## src/rtl/z16_instr_encoder_if.sv

```systemverilog
// Bundle of the session-control, instruction-field and memory-write signals of the z16 encoder.
// The slave modport is the encoder side; the master modport is the driver/memory side.
interface z16_instr_encoder_if;
   logic        i_start;
   logic [15:0] i_base_addr;
   logic        i_valid;
   logic        o_ready;
   logic        i_last;
   logic [3:0]  i_opcode;
   logic [3:0]  i_rd;
   logic [3:0]  i_rs1;
   logic [3:0]  i_rs2;
   logic [15:0] i_imm;
   logic        o_mem_wen;
   logic [15:0] o_mem_addr;
   logic [15:0] o_mem_wdata;
   logic        i_mem_ready;
   logic [15:0] o_count;
   logic        o_err;
   logic        o_done;

   modport slave (
      input  i_start, i_base_addr, i_valid, i_last, i_opcode, i_rd, i_rs1, i_rs2,
             i_imm, i_mem_ready,
      output o_ready, o_mem_wen, o_mem_addr, o_mem_wdata, o_count, o_err, o_done
   );

   modport master (
      output i_start, i_base_addr, i_valid, i_last, i_opcode, i_rd, i_rs1, i_rs2,
             i_imm, i_mem_ready,
      input  o_ready, o_mem_wen, o_mem_addr, o_mem_wdata, o_count, o_err, o_done
   );
endinterface

```

## src/rtl/z16_instr_encoder.sv

```systemverilog
// Packs instruction fields into 16-bit words and streams them to instruction memory
// from a base address, with immediate range checking and a one-deep write stage.
module z16_instr_encoder (
   input logic                  i_clk,
   input logic                  i_rst,
   z16_instr_encoder_if.slave   bus
);
   localparam logic [1:0] ST_IDLE = 2'd0;
   localparam logic [1:0] ST_RUN  = 2'd1;
   localparam logic [1:0] ST_DONE = 2'd2;

   localparam logic signed [15:0] IMM8_MIN = -16'sd128;
   localparam logic signed [15:0] IMM8_MAX = 16'sd127;
   localparam logic signed [15:0] IMM4_MIN = -16'sd8;
   localparam logic signed [15:0] IMM4_MAX = 16'sd7;

   logic [1:0]  state_q, state_d;
   logic [15:0] addr_q, addr_d;
   logic [15:0] count_q, count_d;
   logic        err_q, err_d;
   logic        wen_q, wen_d;
   logic [15:0] wdata_q, wdata_d;
   logic        last_q, last_d;

   logic               ready;
   logic               accept;
   logic               handshake;
   logic               in_range;
   logic [15:0]        word;
   logic signed [15:0] imm_s;

   always_comb begin
      imm_s     = bus.i_imm;
      ready     = (state_q == ST_RUN) && (!wen_q || bus.i_mem_ready);
      accept    = bus.i_valid && ready;
      handshake = wen_q && bus.i_mem_ready;

      word     = '0;
      in_range = 1'b1;
      case (bus.i_opcode)
         4'h9: begin
            word     = {bus.i_imm[7:0], bus.i_rd, bus.i_opcode};
            in_range = (imm_s >= IMM8_MIN) && (imm_s <= IMM8_MAX);
         end
         4'hA: begin
            word     = {bus.i_imm[3:0], bus.i_rs1, bus.i_rd, bus.i_opcode};
            in_range = (imm_s >= IMM4_MIN) && (imm_s <= IMM4_MAX);
         end
         4'hB: begin
            word     = {bus.i_rs2, bus.i_rs1, bus.i_imm[3:0], bus.i_opcode};
            in_range = (imm_s >= IMM4_MIN) && (imm_s <= IMM4_MAX);
         end
         default: word = {bus.i_rs2, bus.i_rs1, bus.i_rd, bus.i_opcode};
      endcase
   end

   always_comb begin
      state_d = state_q;
      addr_d  = addr_q;
      count_d = count_q;
      err_d   = err_q;
      wen_d   = wen_q;
      wdata_d = wdata_q;
      last_d  = last_q;

      case (state_q)
         ST_IDLE, ST_DONE: begin
            if (bus.i_start) begin
               state_d = ST_RUN;
               addr_d  = bus.i_base_addr;
               count_d = '0;
               err_d   = 1'b0;
               wen_d   = 1'b0;
               last_d  = 1'b0;
            end
         end
         ST_RUN: begin
            if (handshake) begin
               addr_d  = addr_q + 16'd1;
               count_d = (count_q == '1) ? count_q : count_q + 16'd1;
               wen_d   = 1'b0;
               if (last_q) state_d = ST_DONE;
            end
            // Once the final write retires the session is over, so a same-cycle item is dropped.
            if (accept && !(handshake && last_q)) begin
               if (in_range) begin
                  wen_d   = 1'b1;
                  wdata_d = word;
                  last_d  = bus.i_last;
               end else begin
                  err_d = 1'b1;
                  if (bus.i_last) state_d = ST_DONE;
               end
            end
         end
         default: state_d = ST_IDLE;
      endcase
   end

   always_ff @(posedge i_clk) begin
      if (i_rst) begin
         state_q <= ST_IDLE;
         addr_q  <= '0;
         count_q <= '0;
         err_q   <= 1'b0;
         wen_q   <= 1'b0;
         wdata_q <= '0;
         last_q  <= 1'b0;
      end else begin
         state_q <= state_d;
         addr_q  <= addr_d;
         count_q <= count_d;
         err_q   <= err_d;
         wen_q   <= wen_d;
         wdata_q <= wdata_d;
         last_q  <= last_d;
      end
   end

   // The address counter doubles as the write address: it only advances on a handshake.
   assign bus.o_ready     = ready;
   assign bus.o_mem_wen   = wen_q;
   assign bus.o_mem_addr  = addr_q;
   assign bus.o_mem_wdata = wdata_q;
   assign bus.o_count     = count_q;
   assign bus.o_err       = err_q;
   assign bus.o_done      = (state_q == ST_DONE);
endmodule

```

## src/flat_wrapper.sv

```systemverilog
// flat-port wrapper written by rule: the top's interface ports become plain ports
module z16_instr_encoder_flat 
  (i_clk, i_rst, bus_i_start, bus_i_base_addr, bus_i_valid, bus_i_last, bus_i_opcode, bus_i_rd, bus_i_rs1, bus_i_rs2, bus_i_imm, bus_i_mem_ready, bus_o_ready, bus_o_mem_wen, bus_o_mem_addr, bus_o_mem_wdata, bus_o_count, bus_o_err, bus_o_done);
  z16_instr_encoder_if bus_i ();
  input logic i_clk;
  input logic i_rst;
  input wire logic [$bits(bus_i.i_start)-1:0] bus_i_start;
  input wire logic [$bits(bus_i.i_base_addr)-1:0] bus_i_base_addr;
  input wire logic [$bits(bus_i.i_valid)-1:0] bus_i_valid;
  input wire logic [$bits(bus_i.i_last)-1:0] bus_i_last;
  input wire logic [$bits(bus_i.i_opcode)-1:0] bus_i_opcode;
  input wire logic [$bits(bus_i.i_rd)-1:0] bus_i_rd;
  input wire logic [$bits(bus_i.i_rs1)-1:0] bus_i_rs1;
  input wire logic [$bits(bus_i.i_rs2)-1:0] bus_i_rs2;
  input wire logic [$bits(bus_i.i_imm)-1:0] bus_i_imm;
  input wire logic [$bits(bus_i.i_mem_ready)-1:0] bus_i_mem_ready;
  output wire logic [$bits(bus_i.o_ready)-1:0] bus_o_ready;
  output wire logic [$bits(bus_i.o_mem_wen)-1:0] bus_o_mem_wen;
  output wire logic [$bits(bus_i.o_mem_addr)-1:0] bus_o_mem_addr;
  output wire logic [$bits(bus_i.o_mem_wdata)-1:0] bus_o_mem_wdata;
  output wire logic [$bits(bus_i.o_count)-1:0] bus_o_count;
  output wire logic [$bits(bus_i.o_err)-1:0] bus_o_err;
  output wire logic [$bits(bus_i.o_done)-1:0] bus_o_done;
  assign bus_i.i_start = bus_i_start;
  assign bus_i.i_base_addr = bus_i_base_addr;
  assign bus_i.i_valid = bus_i_valid;
  assign bus_i.i_last = bus_i_last;
  assign bus_i.i_opcode = bus_i_opcode;
  assign bus_i.i_rd = bus_i_rd;
  assign bus_i.i_rs1 = bus_i_rs1;
  assign bus_i.i_rs2 = bus_i_rs2;
  assign bus_i.i_imm = bus_i_imm;
  assign bus_i.i_mem_ready = bus_i_mem_ready;
  assign bus_o_ready = bus_i.o_ready;
  assign bus_o_mem_wen = bus_i.o_mem_wen;
  assign bus_o_mem_addr = bus_i.o_mem_addr;
  assign bus_o_mem_wdata = bus_i.o_mem_wdata;
  assign bus_o_count = bus_i.o_count;
  assign bus_o_err = bus_i.o_err;
  assign bus_o_done = bus_i.o_done;
  z16_instr_encoder u_core (.i_clk(i_clk), .i_rst(i_rst), .bus(bus_i));
endmodule
```

## config.mk

```make
export PLATFORM = sky130hd
export DESIGN_NAME = z16_instr_encoder_flat
export DESIGN_NICKNAME = d
export VERILOG_FILES = /design/src/rtl/z16_instr_encoder_if.sv /design/src/rtl/z16_instr_encoder.sv /design/src/flat_wrapper.sv
export SDC_FILE = /design/constraint.sdc
export NUM_CORES = 1
export LEC_CHECK = 0
export ABC_CLOCK_PERIOD_IN_PS = 2100
export CORE_ASPECT_RATIO = 1.5
export CORE_MARGIN = 10
export CORE_UTILIZATION = 40
export CTS_CLUSTER_DIAMETER = 30
export DETAILED_ROUTE_END_ITERATION = 10
export PLACE_DENSITY = 0.75
export SETUP_SLACK_MARGIN = 0.3
export SLEW_MARGIN = 20
export SYNTH_ARGS = -nofsm -noshare
export SYNTH_HDL_FRONTEND = slang
export SYNTH_SLANG_ARGS = --single-unit
```

## constraint.sdc

```tcl
create_clock -name i_clk -period 2.1 [get_ports i_clk]
set_input_delay 0.42 -clock i_clk [delete_from_list [all_inputs] [get_ports i_clk]]
set_output_delay 0.42 -clock i_clk [all_outputs]
set_load 0.05 [all_outputs]
```

After elaboration in Yosys (flattened, before gate mapping)
Cells that the tools add are included.
{"block": "word_totals", "regBits": 53, "elab_cells": 72, "inputBits": 54, "out_inout_bits": 52}
{"block": "classes", "n_eq_ne": 12, "n_mux": 27, "add_sub_neg": 2, "magnitude_cmp": 4, "reduce_logical": 20}
{"cell": "$mux 16", "n": 5}
{"cell": "$pmux 16 s2", "n": 2}
{"cell": "$pmux 16 s3", "n": 1}
{"cell": "$add 16x1->16 const B", "n": 2}
{"cell": "$eq 16x16->1 const B", "n": 1}
{"cell": "$ge 16x4->1 const B", "n": 1}
{"cell": "$ge 16x8->1 const B", "n": 1}
{"cell": "$le 16x4->1 const B", "n": 1}
{"cell": "$le 16x8->1 const B", "n": 1}
{"cell": "$eq 4x4->1 const B", "n": 3}
{"cell": "$mux 2", "n": 6}
{"cell": "$reduce_and 4->1", "n": 3}
{"cell": "$mux 1", "n": 8}
{"cell": "$ne 2x2->1 const B", "n": 4}
{"cell": "$pmux 1 s2", "n": 4}
{"cell": "$logic_and 1x1->1", "n": 7}
{"cell": "$reduce_and 3->1", "n": 2}
{"cell": "$ne 2x1->1 const B", "n": 2}
{"cell": "$pmux 2 s2", "n": 1}
{"cell": "$reduce_or 2->1", "n": 2}
{"cell": "$eq 2x1->1 const B", "n": 1}
{"cell": "$eq 2x2->1 const B", "n": 1}
{"cell": "$logic_not 1->1", "n": 2}
{"cell": "$logic_not 2->1", "n": 1}
{"cell": "3 further kinds", "n": 3}

Depth between registers and ports, before layout
{"block": "logic_depth", "depth_word": 7, "ltp_mapped": 7, "ltp_nobuf": 6}

Worst setup path before layout
OpenSTA, ideal clock, no wires.
{"block": "synth_path", "path_kind": "register to register", "startpoint": "reg u_core.wen_q (netlist: u_core.bus.o_mem_wen)", "endpoint": "reg u_core.last_q", "n_path_buf": 2, "synth_period_minus_slack_ns": 2.541, "path_slack_ns": -0.441, "path_stages_with_launch": 7, "arrival_time_ns": 2.425, "path_cell_list": "dfxtp_1 a21oi_1 and3_1 clkbuf_1 clkbuf_1 a31oi_1 a41o_1"}
{"block": "synth_via", "elab_chain_len": 7, "elab_cells_between_ends": 10}
{"item": "start: declaration", "line": "z16_instr_encoder.sv:21", "source": "logic wen_q, wen_d;"}
{"item": "start signal: assignment", "line": "z16_instr_encoder.sv:114", "source": "wen_q <= wen_d;"}
{"item": "$logic_not 1->1", "line": "z16_instr_encoder.sv:34", "source": "ready = (state_q == ST_RUN) && (!wen_q || bus.i_mem_ready);"}
{"item": "$logic_or 1x1->1", "line": "z16_instr_encoder.sv:34"}
{"item": "$logic_and 1x1->1", "line": "z16_instr_encoder.sv:34"}
{"item": "named net bus_o_ready", "line": "flat_wrapper.sv:17", "source": "output wire logic [$bits(bus_i.o_ready)-1:0] bus_o_ready;"}
{"item": "$logic_and 1x1->1", "line": "z16_instr_encoder.sv:35", "source": "accept = bus.i_valid && ready;"}
{"item": "$logic_and 1x1->1", "line": "z16_instr_encoder.sv:85", "source": "if (accept && !(handshake && last_q)) begin"}
{"item": "$ne 2x2->1 (no source line)"}
{"item": "$reduce_and 4->1 (no source line)"}
{"item": "end signal: assignment", "line": "z16_instr_encoder.sv:116", "source": "last_q <= last_d;"}
{"item": "end: declaration", "line": "z16_instr_encoder.sv:23", "source": "logic last_q, last_d;"}
The timed path passes the listed nets, and every way through them passes these cells.
A chain may end at the register's enable or synchronous reset.

Final worst setup path
{"block": "layout_path", "startpoint": "in bus_i_imm[12]", "endpoint": "reg u_core.wdata_q[14] (netlist: u_core.bus.o_mem_wdata[14])"}
{"block": "layout_via", "elab_chain_len": 4, "elab_cells_between_ends": 8}
{"item": "start: declaration", "line": "flat_wrapper.sv:15", "source": "input wire logic [$bits(bus_i.i_imm)-1:0] bus_i_imm;"}
{"item": "$ge 16x4->1, or another cell as far along", "line": "z16_instr_encoder.sv:47, z16_instr_encoder.sv:51"}
{"item": "$logic_and 1x1->1 (on tied branches)", "line": "z16_instr_encoder.sv:47, z16_instr_encoder.sv:51, z16_instr_encoder.sv:43"}
{"item": "$pmux 1 s2 *", "line": "z16_instr_encoder.sv:40", "source": "case (bus.i_opcode)"}
{"item": "$reduce_and 3->1 (no source line) *"}
{"item": "end signal: assignment", "line": "z16_instr_encoder.sv:115", "source": "wdata_q <= wdata_d;"}
{"item": "end: declaration", "line": "z16_instr_encoder.sv:22", "source": "logic [15:0] wdata_q, wdata_d;"}
Mark *: on every way between the ends. The rest lies on a longest branch, timed or not.

==> results by group <==
Status
  – Status: finished clean

Setup path
  – Cell family with most CP delay: simple AND/OR/NAND/NOR gates
  – CP bufs+invs: 3
  – Req. time, crit path: 2340 ps
  – Startpoint Class: primary input
  – Critical path arrival: 2130 ps
  – Critical path's largest stage delay: 540 ps
  – WS Path Type: in2reg
  – Crit path max fanout: 11
  – Critical path capture point type: flip-flop
  – Slowest cell on the critical path: or4_4
  – Worst-path cell chain: buf_6 -> or4_4 -> nor4_4 -> buf_4 -> a211oi_4 -> nor3_4 -> buf_12 -> mux2i_1

Synth
  – Register area share after synthesis: 0.3500
  – Synth Area in Compound Gates: 0.2617
  – Syn_area_per_cell: 7.874 µm²
  – Cell with the most instances after synthesis: dfxtp_1
  – Number of library cell types mapped by synthesis: 58
  – Synthesized cell area: 0.003032 mm²
  – YS warnings: 0
  – Largest area contributor in the netlist: dfxtp_1
  – Primary FF master, synth: dfxtp_1
  – Main combinational cell family by area after synthesis: simple AND/OR/NAND/NOR gates
  – Synthesized flop and latch total: 53
  – Adder and majority gate portion of the synthesized area: 0.008254
  – Post-Synth Simple-Gate Area: 0.2728
  – Syn Inst Count: 385
  – Synth Net Count: 441
  – Top post-synthesis cells by area: dfxtp_1 35%, nor2_1 5.2%, a21oi_1 5.1%
  – Synth cell count leaders: 53 x dfxtp_1, 42 x nor2_1, 35 x nand2_1
  – Post-synth top area share: 0.3500
  – Asr flop ratio synth: 0
  – Post-synth EDFFs: 0
  – Post-synthesis mux area share: 0.01981
  – Synth Area in XOR/XNOR: 0.03756

Timing
  – Rel. slew slack: 0.6426
  – Final hold viol count: 0
  – Hold WS: 468.5 ps
  – Final period util: 0.9031
  – Post-route minimum period: 1897 ps
  – Max Fclk: 527.3 MHz
  – Final Slew Violations: 0
  – RSZ-0062 raised after global routing: true
  – Final worst setup slack: 203.4 ps
  – Skew final: 3.296 ps
  – Slew @ Worst Pin: 538.3 ps
  – Setup Viol. Count Final: 0

Floorplanning
  – FP Rows: 38
  – Die area: 0.01153 mm²
  – Die W: 91.08 µm
  – Num ports: 106
  – Core area: 0.007322 mm²
  – Die Height: 126.6 µm
  – Starting Density: 0.4140

Route
  – Initial DRC count: 268
  – Met3 wire len: 787 µm
  – Final wirelength: 11,250 µm
  – Total number of vias: 3,656
  – Post-route ant nets: 0
  – M1 WL: 4228 µm
  – Pre-antenna DRT Iters: 5
  – WL met2: 5747 µm
  – Vias per inst: 5.803
  – Top Metal Used: met4
  – Post-route DRC: 0
  – WL/cell: 17.86 µm

Clocking
  – H-tree levels: 2
  – Root buffer cell: clkbuf_8
  – Worst-path clk slew: 90 ps
  – Clk Latency, worst-skew pair: 300 ps
  – CTS tree: done
  – Bufs on Longest Clock Path: 2
  – CTS buffer count: 5
  – CTS Sinks: 53
  – Post-CTS Hold Fix Bufs: 0

Placement
  – Hpwl dp: 8022 µm
  – DP Worst Slack: -498.9 ps
  – Placer Congestion: 0.8905
  – IO Port Bufs: 105

Final layout
  – Seq. cell area: 0.001095 mm²
  – Area Overhead vs Synth: 63.47%
  – Final core utilization: 0.6769
  – Area occupied by multi-input gates: 0.002140 mm²
  – Share of post-route cells with drive strength above 1: 0.2585
  – ANT cells: 0
  – # fillers: 627
  – NumNets Final: 585

Global route
  – Vias in the first global route: 3,711
  – Antenna violations before repair: 0
  – Total GRT Usage: 0.1838
  – First-pass GRT wire length: 17,970 µm
  – Total congestion overflow: 0
  – Largest net degree at the start of global routing: 32

Power and ir drop
  – Sw frac: 0.3474
  – Clock Power Share: 0.224
  – Reg power frac: 0.451
  – Cell internal pwr: 1.622 mW
  – Power Density: 501.6 mW/mm²
  – NetSw: 863.7 µW
  – Combinational power share: 0.325
  – Static Leak: 1.958 nW
  – VDD IR max: 0.0002520 V

Run
  – Max cap viols: 0

Worst hold path
  – Min-Delay Path Class: reg2reg
==> worst register-to-register path, cell delays in order, from the launching register on <==
cell       delay, ps
dfxtp_2          420
and4b_2          260
buf_4            120
o2111ai_4        160
buf_4            180
nor4bb_2         300
xnor2_1          150
nor2_1            50
==> layer usage <==
layer / up-vias / global-route usage
li1: 1734 / -
met1: 1719 / 0.1833
met2: 161 / 0.3347
met3: 42 / 0.05549
met4: 0 / 0.09436
met5: - / 0
==> state kept, by name, summed over array words and instances (netlist names) <==
| name | count |
|---|---|
| u_core.state_q | 2 |
| u_core.bus.o_mem_addr | 16 |
| u_core.bus.o_count | 16 |
| u_core.bus.o_mem_wdata | 16 |
| u_core.bus.o_mem_wen | 1 |
| u_core.bus.o_err | 1 |
| u_core.last_q | 1 |
==> power by group through the flow <==
| stage | Sequential, mW | Combinational [mW] | Clock (mW) |
|---|---|---|---|
| finish | 1.12 | 0.809 | 0.557 |
| global route | 1.13 | 0.863 | 0.602 |
| CTS | 1.12 | 0.787 | 0.569 |
| detailed placement | 1.14 | 0.796 | 0 |
| global placement | 1.14 | 0.784 | 0 |
| floorplan | 1.30 | 0.278 | 0 |
==> stage by stage <==
step	TNS, ps	area [µm²]	power (mW)	instances
after global placement	-9478	4519	1.920	608
after detailed placement	-11440	4519	1.933	608
after floorplan	0	3097	1.577	385
after CTS	0	4758	2.472	626
final	0	4956	2.486	630
after global routing	0	4956	2.594	630
==> layout make-up <==
cell class / instances / share of cell area
tap: 100 / 0.02525
sequential: 53 / 0.2209
inverter: 10 / 0.007574
clock buffer: 8 / 0.01616
timing repair buffer: 161 / 0.2984
multi-input combinational: 298 / 0.4317
==> layout by cell type, fill, tap and decap left out, types with 9 or more instances in the layout <==
cell type / n
xnor2_1: 13
nand2_1: 34
clkdlybuf4s50_1: 38
buf_6: 9
dlygate4sd2_1: 57
nor2_1: 42
inv_1: 9
dfxtp_2: 21
nand3_1: 19
a21oi_1: 29
a31oi_1: 10
o21ai_0: 17
nand4_1: 10
buf_4: 46
a211oi_1: 10
dfxtp_1: 30
==> worst paths after layout <==
kind	startpoint	end	slack [ps]	depth (start not counted)
worst max register to register	u_core.state_q[0]	u_core.bus.o_count[13]	330	7
worst max-delay path	bus_i_imm[12]	u_core.bus.o_mem_wdata[14]	200	8
worst min-delay path	u_core.bus.o_mem_wdata[13]	u_core.bus.o_mem_wdata[13]	470	2
worst min register to register	u_core.bus.o_mem_wdata[13]	u_core.bus.o_mem_wdata[13]	470	2
==> cell families after synthesis <==
family	after synthesis
DFF	53
muxes	6
buffers and inverters	35
AOI/OAI and AO/OA	116
adders and majority gates	2
xor gates and xnor gates	13
and+or+nand+nor	160
==> timing repair <==
| action | 4_1_cts | 5_1_grt |
|---|---|---|
| endpoints found under the setup margin | 96 | 43 |
| gates cloned | 1 | 0 |
| resized for setup | 114 | 27 |
| pin swaps | 16 | 11 |
| setup buffers | 9 | 4 |
(Power assumes the default switching activity.)
==> RTL change 1: new RTL, same settings <==
Reset style: asynchronous (`i_rst`), changed in one clocked block.
--- a/src/rtl/z16_instr_encoder.sv
+++ b/src/rtl/z16_instr_encoder.sv
@@ -99,3 +99,3 @@
 
-   always_ff @(posedge i_clk) begin
+   always_ff @(posedge i_clk or posedge i_rst) begin
       if (i_rst) begin
Formal check against the unedited RTL: differs if i_rst is asserted again (counterexample within 4 cycles, from zero or initial values and one cycle with i_rst high); with i_rst held inactive, the same outputs for 10 cycles.
==> RTL change 1 against the unedited design <==
  * Wire length decreased by 2.0%
  * Die area increased by 0.94%
  * Worst setup slack got worse by 0.061 ns
  * Sequential share of layout area increased by 3.9 points
  * Synthesized area increased by 1.2%
  * Design area increased by 4.8%
  * Clock skew about the same
  * Critical path depth decreased by 1
  * Sequential cell count unchanged
  * Register-to-register slack got worse by 0.14 ns
  * Via count decreased by 8.9%
  * Count of clock-buffer cells in the layout decreased by 3
  * Critical endpoint is now u_core.bus.o_mem_wdata[1]$_DFFE_PP0P_
  * Largest cell class unchanged
  * Highest routed layer unchanged
Power is not compared: it rests on default switching activity, and its combinational part moved more than twofold at a synthesized area within 25%.
==> RTL change 1: results (changes against the unedited design) <==
status:
  outcome: "complete, no violations"
synthesis:
  ys_dominant_reg_cell: "sky130_fd_sc_hd__dfrtp_1"
  ys_top_cells_by_count: "sky130_fd_sc_hd__dfrtp_1, sky130_fd_sc_hd__nand2_1, sky130_fd_sc_hd__a21oi_1"
  synthCells: 338  # -12%
  postSynth.asyncResetShare_pct: 100  # +100 points
  netlist_top_cells_area: "sky130_fd_sc_hd__dfrtp_1, sky130_fd_sc_hd__mux2_2, sky130_fd_sc_hd__a21oi_1, sky130_fd_sc_hd__nand2_1, sky130_fd_sc_hd__o21ai_0"
  mappedNetlistNets: 394  # -11%
  yosysSeqAreaShare_pct: 43.2  # +8.2 points
  synth.distinct_cells: 49  # -16%
  yosysWarnings: 0  # unchanged
route:
  drt_pre_antenna_iters: 4  # -1
  drt-wirelength-per-cell_um: 18.4  # +2.9%
  num_vias: 3332  # -8.9%
  drt-initial-drc-count: 276  # +3.0%
clock_tree:
  clk_pin_slew_ns: 0.07  # -0.02 ns
  cts-htree-levels: 2  # unchanged
  root_buffer: "sky130_fd_sc_hd__clkbuf_16"
  clk_path_buf_depth: 2  # unchanged
  cts-buffers-inserted: 5  # unchanged
  clk-insertion-delay-late_ns: 0.29
sta:
  tightestPinTransition_ns: 0.535  # -0.00283 ns
  hold_ws_ns: 0.495  # +0.0264 ns
  clock-skew-final_ns: 0.00369  # +0.000391 ns
power_and_ir_drop:
  p_leak_uw: 0.00225
  worst_ir_drop_vdd_v: 0.000869
  switching_share_pct: 48.0
  switching_power_uw: 3290
global_route:
  grtUsageTotal_pct: 18.2  # -0.22 points
  grt_pass1_vias: 3462  # -6.7%
  initial_antenna_violation_count: 1  # +1
  grt_max_degree: 54  # +69%
  global_route_wire_length_before_repair_um: 17500  # -2.6%
place:
  routabilityCongestion: 0.838  # -6.0%
  total_placed_instance_area_um2: 4660  # +3.2%
  dp.final_hpwl_um: 7720  # -3.8%
  cell_count_after_placement: 576  # -5.3%
finish:
  num-nets-final: 552  # -5.6%
  drive_above_1_share_pct: 34.0  # +8.2 points
  finalNonFillerCells: 600  # -4.8%
worst_setup_path:
  cp_max_fo: 7  # -4
  critical_path.top_delay_family: "simple AND/OR/NAND/NOR gates"
  reg_to_reg_slack_setup_ns: 0.19  # -0.14 ns
  worstPathArrival_ns: 2.14
  worst_path_largest_cell_delay_ns: 0.35  # -0.19 ns
  cpMaxStageDelayCell: "sky130_fd_sc_hd__or3_4"
min_path:
  holdCritPathClass: "in2async"
[RTL change 1: changes by cell type in the layout (fill, tap and decap cells not counted), sizes merged, moves of 10 or more]
cell,delta
mux2,+18
a211oi,-10
dfxtp,-53
nor2,-18
dfrtp,+53
[RTL change 1: worst reg2reg max path, delay by kind of cell, from the launching register on]
kind                       cells  cell delay, ns
adders and majority gates      1            0.16
AOI/OAI and AO/OA              3            0.44
and+or+nand+nor                2            0.58
buffers and inverters          2            0.29
DFF                            1            0.40
[RTL change 1: path summary, 6_finish.rpt]
kind / startpoint / to / cells past startpoint
min: i_rst / u_core.bus.o_mem_addr[3]$_DFFE_PP0P_ / 3
max: bus_i_imm[7] / u_core.bus.o_mem_wdata[1]$_DFFE_PP0P_ / 7
min reg2reg: u_core.bus.o_err$_DFFE_PP0P_ / u_core.bus.o_err$_DFFE_PP0P_ / 1
min in group i_clk: u_core.bus.o_err$_DFFE_PP0P_ / u_core.bus.o_err$_DFFE_PP0P_ / 1
max in group asynchronous: i_rst / u_core.bus.o_count[9]$_DFFE_PP0P_ / 3
max reg2reg: u_core.bus.o_count[0]$_DFFE_PP0P_ / u_core.bus.o_count[3]$_DFFE_PP0P_ / 8
[RTL change 1: what timing repair did]
action	in CTS	in global routing
endpoints found under the hold margin	0	0
pin swaps	28	31
endpoints found under the setup margin	83	41
resized for setup	109	44
cloned	1	0
buffers inserted	8	6
[RTL change 1: cell type report]
cell class,count,area [um2]
tap,102,128
clock inverter,3,65.1
clock buffer,5,125
antenna,1,2.50
fill,573,2370
multi-input combinational,257,1950
sequential,53,1350
inverter,11,41.3
timing repair buffer,168,1530
[RTL change 1: cells by family after synthesis]
family	Yosys count	synth area share (%)
and+or+nand+nor	124	21.1
xor gates and xnor gates	8	2.28
DFF	53	43.2
adders and majority gates	2	0.816
AOI/OAI and AO/OA	104	21.6
muxes	19	6.94
buffers and inverters	28	4.00
[RTL change 1: per-layer routing]
metal / track usage (%) / up-vias / routed length, um
met2: 33.6 / 118 / 6150
met5: 0 / - / 0
met1: 18.1 / 1615 / 3800
li1: - / 1570 / -
met4: 6.38 / 0 / 242
met3: 6.57 / 29 / 836
[RTL change 1: power groups by stage]
stage	clock network, uW	logic (uW)	registers (uW)
floorplan	0	1230	2970
finish	1050	4040	1780
global placement	0	3830	1770
CTS	1060	3860	1760
detailed placement	0	3890	1780
global route	1110	4290	1830
[RTL change 1: stage by stage]
step	TNS, ns	setup slack [ns]	utilization, %
detailed placement	-9.48	-0.504	61.7
finish	0	0.142	68.7
global route	0	0.0742	68.7
global placement	-8.87	-0.463	61.7
CTS	-0.00169	-0.00151	66.3
floorplan	-1.29	-0.104	-
==> RTL change 2: new RTL, same settings <==
Made on the original files. Change the localparam `IMM8_MAX` from 16'sd127 to 16'sd63.
--- a/src/rtl/z16_instr_encoder.sv
+++ b/src/rtl/z16_instr_encoder.sv
@@ -12,3 +12,3 @@
    localparam logic signed [15:0] IMM8_MIN = -16'sd128;
-   localparam logic signed [15:0] IMM8_MAX = 16'sd127;
+   localparam logic signed [15:0] IMM8_MAX = 16'sd63;
    localparam logic signed [15:0] IMM4_MIN = -16'sd8;
Function: changed (a bounded check fails within 4 cycles, from zero or initial values and one cycle with i_rst high).
==> RTL change 2 against the unedited design <==
  * Die area is 0.64% higher
  * Sequential share of layout area is 0.33 points higher
  * Design area is 0.91% lower
  * Total power is 15% higher
  * Worst setup slack better by 0.13 ns
  * Synthesized cell count is 0.52% lower
  * Clock skew is 0.0013 ns higher
  * Wire length is 6.2% lower
  * Synthesized area is 0.78% higher
  * Global-route usage is 0.98 points lower
  * Sequential cell count stayed put
==> RTL change 2: results (changes against the unedited design) <==
status:
  outcome: "complete, no violations"
synthesis:
  postSynth.asyncResetShare_pct: 0  # unchanged
  synth.distinct_cells: 53  # -8.6%
  ys_top_cells_by_count: "sky130_fd_sc_hd__dfxtp_1, sky130_fd_sc_hd__a21oi_1, sky130_fd_sc_hd__o21ai_0"
  mappedNetlistNets: 439  # -0.45%
  ys_dominant_reg_cell: "sky130_fd_sc_hd__dfxtp_1"
  yosysSeqAreaShare_pct: 34.7  # -0.27 points
  netlist_top_cells_area: "sky130_fd_sc_hd__dfxtp_1, sky130_fd_sc_hd__a21oi_1, sky130_fd_sc_hd__o21ai_0, sky130_fd_sc_hd__nand2_1, sky130_fd_sc_hd__nand3_1"
place:
  routabilityCongestion: 0.864  # -3.0%
  numPortBuffers: 105  # unchanged
  dp.final_hpwl_um: 7990  # -0.43%
power_and_ir_drop:
  worst_ir_drop_vdd_v: 0.000412  # +63%
  switching_share_pct: 30.6  # -4.2 points
  p_leak_uw: 0.00202  # +3.2%
worst_setup_path:
  worst_path_largest_cell_delay_ns: 0.50  # -0.04 ns
  cpMaxStageDelayCell: "sky130_fd_sc_hd__clkdlybuf4s50_1"
  critical_path.top_delay_family: "buffers and inverters"
  cp_max_fo: 8  # -3
  reg_to_reg_slack_setup_ns: 0.36  # +0.03 ns
sta:
  clock-skew-final_ns: 0.00458  # +0.00129 ns
  setup_viol: 0  # unchanged
  hold_ws_ns: 0.476  # +0.00784 ns
  maxSlewHeadroom_pct: 64.8  # +0.55 points
finish:
  antenna_cells: 0  # unchanged
  num-nets-final: 578  # -1.2%
  fillerInstances: 673  # +7.3%
  drive_above_1_share_pct: 26.6  # +0.73 points
global_route:
  grtUsageTotal_pct: 17.4  # -0.98 points
  initial_antenna_violation_count: 0  # unchanged
  global_route_wire_length_before_repair_um: 17300  # -4.0%
  grt_max_degree: 33  # +3.1%
  grt_pass1_vias: 3573  # -3.7%
clock_tree:
  cts-htree-levels: 2  # unchanged
  root_buffer: "sky130_fd_sc_hd__clkbuf_16"
  clk_path_buf_depth: 2  # unchanged
  clk_pin_slew_ns: 0.07  # -0.02 ns
route:
  routed-wl-met2_um: 5780  # +0.52%
  remaining_drcs: 0  # unchanged
  num_vias: 3512  # -3.9%
  wl_met1_um: 3950  # -6.7%
  met3RoutedLength_um: 675  # -14%
  drt-wirelength-per-cell_um: 16.9  # -5.4%
  drt-initial-drc-count: 142  # -47%
min_path:
  holdCritPathClass: "reg2reg"
-- RTL change 2: timing repair --
action | in CTS | in global routing
resized for setup | 93 | 32
buffers inserted | 4 | 4
pin swaps | 7 | 7
setup endpoints to repair | 86 | 26
gates cloned | 2 | 1
-- RTL change 2: kinds of logic (layout without fill, tap and decap cells) --
logic type               count (synthesis)  count (layout)  share of synthesized area [%]
flip-flops                              53              53                           34.7
AND/OR/NAND/NOR                        159             159                           28.8
adder cells (fa/ha/maj)                  2               2                          0.819
buffers and inverters                   29             169                           4.38
multiplexers                             8               8                           2.62
AO/OA/AOI/OAI                          128             128                           27.5
XOR/XNOR                                 4               4                           1.15
-- RTL change 2: cell type report --
| cell class | instances | area (um2) | area share [%] |
|---|---|---|---|
| Multi-Input combinational cell | 301 | 2030 | 41.4 |
| Timing Repair Buffer | 158 | 1460 | 29.7 |
| Sequential cell | 53 | 1100 | 22.4 |
| Clock buffer | 6 | 139 | 2.83 |
| Tap cell | 102 | 128 | 2.60 |
| Clock inverter | 2 | 37.5 | 0.764 |
| Inverter | 3 | 11.3 | 0.229 |
-- RTL change 2: through the flow --
step | cells | instance area (um2) | power (uW) | worst slack [ns] | TNS [ns]
3_5_place_dp | 606 | 4530 | 1910 | -0.296 | -6.31
6_report | 625 | 4910 | 2860 | 0.330 | 0
5_1_grt | 625 | 4910 | 2980 | 0.288 | 0
2_1_floorplan | 383 | 3100 | 1550 | 0.219 | 0
4_1_cts | 620 | 4800 | 2860 | 0.251 | 0
3_3_place_gp | 606 | 4530 | 1900 | -0.257 | -5.03
-- RTL change 2: power by group through the flow --
stage	logic, uW	clock network [uW]	registers [uW]
2_1_floorplan	279	0	1270
3_3_place_gp	771	0	1130
3_5_place_dp	782	0	1120
4_1_cts	779	979	1100
5_1_grt	850	1020	1110
6_report	791	962	1110
-- RTL change 2: final timing paths --
check | startpoint | to | cells after the start
worst max-delay path | bus_i_opcode[2] | u_core.bus.o_mem_wdata[7]$_SDFFE_PP0P_ | 7
worst min-delay path | u_core.bus.o_err$_SDFFE_PP0P_ | u_core.bus.o_err$_SDFFE_PP0P_ | 2
worst max register to register | u_core.state_q[1]$_SDFFE_PP0P_ | u_core.bus.o_count[7]$_SDFFE_PP0P_ | 6
worst min register to register | u_core.bus.o_err$_SDFFE_PP0P_ | u_core.bus.o_err$_SDFFE_PP0P_ | 2
-- RTL change 2: worst reg2reg max path, delay by kind of cell, from the launching register on --
family | cells | cell delay, ns
buffers and inverters | 1 | 0.15
and+or+nand+nor | 3 | 0.79
AOI/OAI and AO/OA | 2 | 0.36
DFF | 1 | 0.35
-- RTL change 2: metal layers --
layer,GRT usage [%],vias up
met1,17.9,1668
met5,0,-
li1,-,1720
met4,5.18,0
met2,33.4,114
met3,4.45,10
